--- config.mk ---
export PLATFORM = sky130hd
export DESIGN_NAME = reg_list_sequencer
export DESIGN_NICKNAME = d
export VERILOG_FILES = /design/src/rtl/reg_list_sequencer_pkg.sv /design/src/rtl/reg_list_sequencer_lowest_set_bit.sv /design/src/rtl/reg_list_sequencer.sv
export SDC_FILE = /design/constraint.sdc
export NUM_CORES = 1
export LEC_CHECK = 0
export CELL_PAD_IN_SITES_DETAIL_PLACEMENT = 1
export CELL_PAD_IN_SITES_GLOBAL_PLACEMENT = 2
export CORE_MARGIN = 1.5
export CORE_UTILIZATION = 33
export CTS_CLUSTER_DIAMETER = 50
export DETAILED_ROUTE_END_ITERATION = 12
export GPL_TIMING_DRIVEN = 1
export PLACE_DENSITY_LB_ADDON = 0.2
export REMOVE_ABC_BUFFERS = 1
export SKIP_CTS_REPAIR_TIMING = 1
export SLEW_MARGIN = 10
export SYNTH_ARGS = -nofsm -noshare
export SYNTH_HDL_FRONTEND = slang
export SYNTH_HIERARCHICAL = 1
export SYNTH_SLANG_ARGS = --single-unit
--- constraint.sdc ---
create_clock -name Clk -period 11.7 [get_ports Clk]
set_input_delay 1.755 -clock Clk [delete_from_list [all_inputs] [get_ports Clk]]
set_output_delay 1.755 -clock Clk [all_outputs]
set_load 0.005 [all_outputs]
--- src/rtl/reg_list_sequencer_pkg.sv ---
// Shared types and constants for the LDM/STM register-list sequencer.
// Holds the FSM encoding and the block-transfer address arithmetic.
package reg_list_sequencer_pkg;

    localparam int LIST_W = 16;
    localparam int unsigned WORD_BYTES = 4;

    typedef enum logic [1:0] {
        IDLE = 2'b00,
        RUN  = 2'b01,
        FIN  = 2'b10
    } seqState_t;

    // First beat address for IA/IB/DA/DB; span is 4*n bytes.
    function automatic logic [31:0] startAddress(
        input logic [31:0] base,
        input logic [31:0] span,
        input logic        p,
        input logic        u
    );
        logic [31:0] step;
        step = 32'(WORD_BYTES);
        unique case ({p, u})
            2'b01:   startAddress = base;
            2'b11:   startAddress = base + step;
            2'b00:   startAddress = base - span + step;
            default: startAddress = base - span;
        endcase
    endfunction

    function automatic logic [31:0] writebackAddress(
        input logic [31:0] base,
        input logic [31:0] span,
        input logic        u
    );
        writebackAddress = u ? (base + span) : (base - span);
    endfunction

endpackage

--- src/rtl/reg_list_sequencer_lowest_set_bit.sv ---
// Priority pick of the lowest set bit of a 16-bit register list.
// Produces a 32-bit one-hot, its binary index and an any-set flag.
module lowest_set_bit (
    input  logic [15:0] Vec,
    output logic [31:0] OneHot,
    output logic [3:0]  Idx,
    output logic        Any
);

    always_comb begin
        OneHot = '0;
        Idx    = '0;
        Any    = |Vec;
        // Scan downward so the lowest set bit is written last.
        for (int i = 15; i >= 0; i--) begin
            if (Vec[i]) begin
                OneHot = 32'd1 << i;
                Idx    = 4'(i);
            end
        end
    end

endmodule

--- src/rtl/reg_list_sequencer.sv ---
// LDM/STM register-list sequencer: issues one beat per listed register
// in ascending order with word addresses and the base writeback value.
module reg_list_sequencer #(
    parameter int LIST_W = 16
) (
    input  logic              Clk,
    input  logic              Rst_n,
    input  logic              Start,
    input  logic [LIST_W-1:0] RegList,
    input  logic [31:0]       Base,
    input  logic              P,
    input  logic              U,
    input  logic              Ack,
    output logic              Busy,
    output logic              Valid,
    output logic [31:0]       OneHot,
    output logic [3:0]        RegIdx,
    output logic [31:0]       Addr,
    output logic              Last,
    output logic              Done,
    output logic [31:0]       WbAddr,
    output logic [4:0]        Count
);

    import reg_list_sequencer_pkg::*;

    seqState_t         state;
    seqState_t         stateNext;
    logic [LIST_W-1:0] pending;
    logic [LIST_W-1:0] pendingNext;
    logic [4:0]        listCount;
    logic [31:0]       span;
    logic [31:0]       step;
    logic              load;
    logic              advance;
    logic [31:0]       nextOneHot;
    logic [3:0]        nextIdx;
    logic              nextAny;

    assign step    = 32'(WORD_BYTES);
    assign load    = (state == IDLE) && Start;
    assign Valid   = (state == RUN);
    assign advance = Valid && Ack;
    assign Busy    = (state != IDLE);
    assign Done    = (state == FIN);
    assign Last    = Valid && (pending != '0)
                   && ((pending & (pending - LIST_W'(1))) == '0);

    always_comb begin
        listCount = '0;
        for (int i = 0; i < LIST_W; i++) begin
            listCount = listCount + 5'(RegList[i]);
        end
    end

    assign span = 32'(listCount) * step;

    // The registered OneHot always mirrors the lowest pending bit in RUN.
    always_comb begin
        pendingNext = pending;
        if (load) begin
            pendingNext = RegList;
        end else if (advance) begin
            pendingNext = pending & ~OneHot[LIST_W-1:0];
        end
    end

    lowest_set_bit uPick (
        .Vec    (pendingNext),
        .OneHot (nextOneHot),
        .Idx    (nextIdx),
        .Any    (nextAny)
    );

    always_comb begin
        stateNext = state;
        unique case (state)
            IDLE: begin
                if (Start) begin
                    stateNext = (listCount != '0) ? RUN : FIN;
                end
            end
            RUN: begin
                if (advance && Last) begin
                    stateNext = FIN;
                end
            end
            FIN:     stateNext = IDLE;
            default: stateNext = IDLE;
        endcase
    end

    always_ff @(posedge Clk) begin
        if (!Rst_n) begin
            state <= IDLE;
        end else begin
            state <= stateNext;
        end
    end

    always_ff @(posedge Clk) begin
        if (!Rst_n) begin
            pending <= '0;
            Addr    <= '0;
            WbAddr  <= '0;
            Count   <= '0;
            OneHot  <= '0;
            RegIdx  <= '0;
        end else begin
            pending <= pendingNext;
            if (load) begin
                Addr   <= startAddress(Base, span, P, U);
                WbAddr <= writebackAddress(Base, span, U);
                Count  <= listCount;
            end else if (advance) begin
                Addr <= Addr + step;
            end
            // Hold the last issued register once the list drains.
            if ((load || advance) && nextAny) begin
                OneHot <= nextOneHot;
                RegIdx <= nextIdx;
            end
        end
    end

endmodule

==> impl_metrics.ini <==
[critical_path]
critical_path.cell_chain = clkdlybuf4s50_1 > inv_1 > fa_1 > fa_1 > fa_1 > fa_1 > inv_1 > ha_1 > inv_1 > fa_1 > nor2b_1 > o21ai_0 > inv_1 > ha_1 > nor4b_4 > or2b_2 > nor2_1 > o32ai_2 > o21ai_1 > nor4_4 > nand4b_1 > xor2_1 > a211oi_1 > o311a_1
path_delay_family = adder cells
start_kind = primary input
cp_max_fo = 10
cp_slowest_stage_delay_ns = 0.59
critPathCaptureType = register
critPathSlowestCell = fa_1
crit_buf_inv = 5
path_class = in2reg
crit_top_cell = fa_1
cp.arrival_ns = 8.91
critPathRequiredTime_ns = 12.02

[cts]
clkTransAtPathRegs_ns = 0.06
cts_buffers = 17
h-tree-depth = 4
clkSinkCount = 123
ctsLongestPathBuffers = 2
clock_latency_ns = 0.44
cts_tree = done
cts-root-buf = clkbuf_16

[grt]
grt_pass1_wl_um = 59500
grt_remaining_overflow = 0
grt_use_met3_pct = 3.07
grt_pass1_vias = 10200
use_met1_pct = 34.0
grt_usage_pct = 24.6
busiest_layer = met2
grt_antenna_before_repair = 0
grt_max_degree = 68
use_met2_pct = 40.3

[sta]
setup_viol = 0
fin_crit_sh_pct = 73.4
hold_viol = 0
fmax_mhz = 116
rsz0062_at_grt = no
slew_headroom_pct = 15.0
worstMarginPinSlew_ns = 1.27
slew_violations = 0
timing.final.crit_period_ns = 8.59
fin_worst_skew_ns = 0.0101
fin_tns_setup_ns = 0

[floorplan]
die_w_um = 176
start_util_pct = 33.4
core_mm2 = 0.0296
design.die.area_mm2 = 0.0309
die_h_um = 176
num_rows = 63
io_pins = 163

[synthesis]
syn_inst = 1372
ys_types = 96
ys_seq_area_share_pct = 25.0
synth_edf_count = 0
synthTopCellsByArea = dfxtp_1 (25%), nand2_1 (8.5%), a21oi_1 (6.8%), xnor2_1 (4.7%), nor2_1 (3.6%)
yosys_warnings = 6
synth_top_area_cell = dfxtp_1
async_flop_share_pct = 0
synth_top_cell_area_share_pct = 25.0
syn_area_mm2 = 0.00986
synth-main-ff-cell = dfxtp_1
avgSynthCellArea_um2 = 7.19
ys_seq_elements = 123

[final_layout]
finalNetCount = 1557
utilization_pct = 41.1
syn_to_final_growth_pct = 23.2
layout-drive-gt1-share_pct = 6.81
antenna_cells = 0

[detailed_routing]
first_pass_iters = 5
ant_nets = 0
vias_per_cell = 5.51
wl_per_cell_um = 19.9
dr.first_iter.drc_count = 681
drc_errors = 0
wirelength_um = 37400
vias = 10300

[place]
gp_congestion = 0.896
hpwl_um = 27500
io_buffers = 162

[power_and_ir_drop]
peakVddDrop_uv = 105
power_density_mw_per_mm2 = 194
p_leak_nw = 4.31

[hold_path]
hp-class = reg2reg

[status]
status = finished clean

[job]
maxCapViolCount = 0
-- path summary, 6_finish.rpt --
path              slack [ns]                 endpoint  depth (start not counted)                    start
setup / recovery        3.11    Addr[27]$_SDFFE_PN0N_                         24               RegList[0]
setup reg to reg        7.64  OneHot[17]$_SDFFE_PN0P_                         12    state[0]$_SDFFE_PN0P_
hold / removal          0.45  WbAddr[16]$_SDFFE_PN0P_                          2  WbAddr[16]$_SDFFE_PN0P_
hold reg to reg         0.45  WbAddr[16]$_SDFFE_PN0P_                          2  WbAddr[16]$_SDFFE_PN0P_
-- worst min-delay path, stage by stage (launching register included) --
cell and delay (ns):
dfxtp_1 0.31, nand2_1 0.05, a21oi_1 0.05
-- layer usage --
| metal | up-vias | part of all wire, % |
|---|---|---|
| met1 | 4995 | 48 |
| met3 | 43 | 4.2 |
| met5 | - | 0 |
| li1 | 5015 | - |
| met2 | 262 | 46 |
| met4 | 0 | 1.7 |
-- synth_stat cells (12+ instances only) --
master and instances:
nor2b_1 18, fa_1 12, a21oi_1 134, ha_1 21, nor2_1 95, xnor2_1 53
dfxtp_1 123, nor3_1 38, xor2_1 33, a31oi_1 19, and3_1 16, o21ai_0 61
buf_4 20, a211oi_1 29, nand2_1 224, clkbuf_1 74, nand4_1 26, and2_1 28
nand3_1 68, nor4_1 23, inv_1 58
-- per-stage QoR --
| stage | setup WS (ns) | total power, mW | cell area, um2 | std cells | hold slack, ns |
|---|---|---|---|---|---|
| after floorplan | 4.16 | 1.35 | 9400 | 1276 | 0.448 |
| after global placement | 2.84 | 1.85 | 11600 | 1841 | 0.439 |
| after detailed placement | 2.66 | 1.87 | 11600 | 1841 | 0.446 |
| after CTS | 3.08 | 2.38 | 12100 | 1873 | 0.453 |
| after global routing | 2.52 | 2.53 | 12100 | 1873 | 0.473 |
| final | 3.11 | 2.35 | 12100 | 1873 | 0.452 |
-- cell type report --
type,instances,area (um2)
inverters,60,225
flip-flops and latches,123,2460
repair buffers,175,1720
fillers,3681,17400
clock buffers,19,433
clock inverters,13,95.1
multi-input cells,1093,6730
well taps,390,488
-- cells by family after synthesis --
| logic type | synth area share, % |
|---|---|
| adder cells (fa/ha/maj) | 5.31 |
| multiplexers | 0.939 |
| flip-flops | 25.0 |
| other | 0.0380 |
| buffers and inverters | 7.53 |
| XOR/XNOR | 7.81 |
| AO/OA/AOI/OAI | 21.3 |
| AND/OR/NAND/NOR | 32.1 |
-- where the power goes --
| group | total, mW | switching [mW] | internal (mW) |
|---|---|---|---|
| sequential | 0.590 | 0.0790 | 0.511 |
| clock | 0.493 | 0.220 | 0.272 |
| combinational | 1.27 | 0.755 | 0.517 |
-- layout by cell type, fill, tap and decap left out, types with 13 or more instances in the layout --
cell type,n
inv_1,57
xnor2_1,53
xor2_1,33
dfxtp_1,123
clkdlybuf4s50_1,162
o21ai_0,61
and2_1,28
nand3_1,68
nand2_1,224
nand4_1,26
a211oi_1,29
nor4_1,23
nor2_1,94
a31oi_1,19
buf_4,13
and3_1,16
ha_1,20
clkbuf_16,17
a21oi_1,134
nor3_1,38
nor2b_1,17
conb_1,16
-- flip-flops by register name, summed over array words and instances, names as in the netlist --
name and cells:
Count 5, WbAddr 32, RegIdx 4, OneHot 32, pending 16, Addr 32
state 2
No activity file was read; power rests on OpenSTA's default activity.
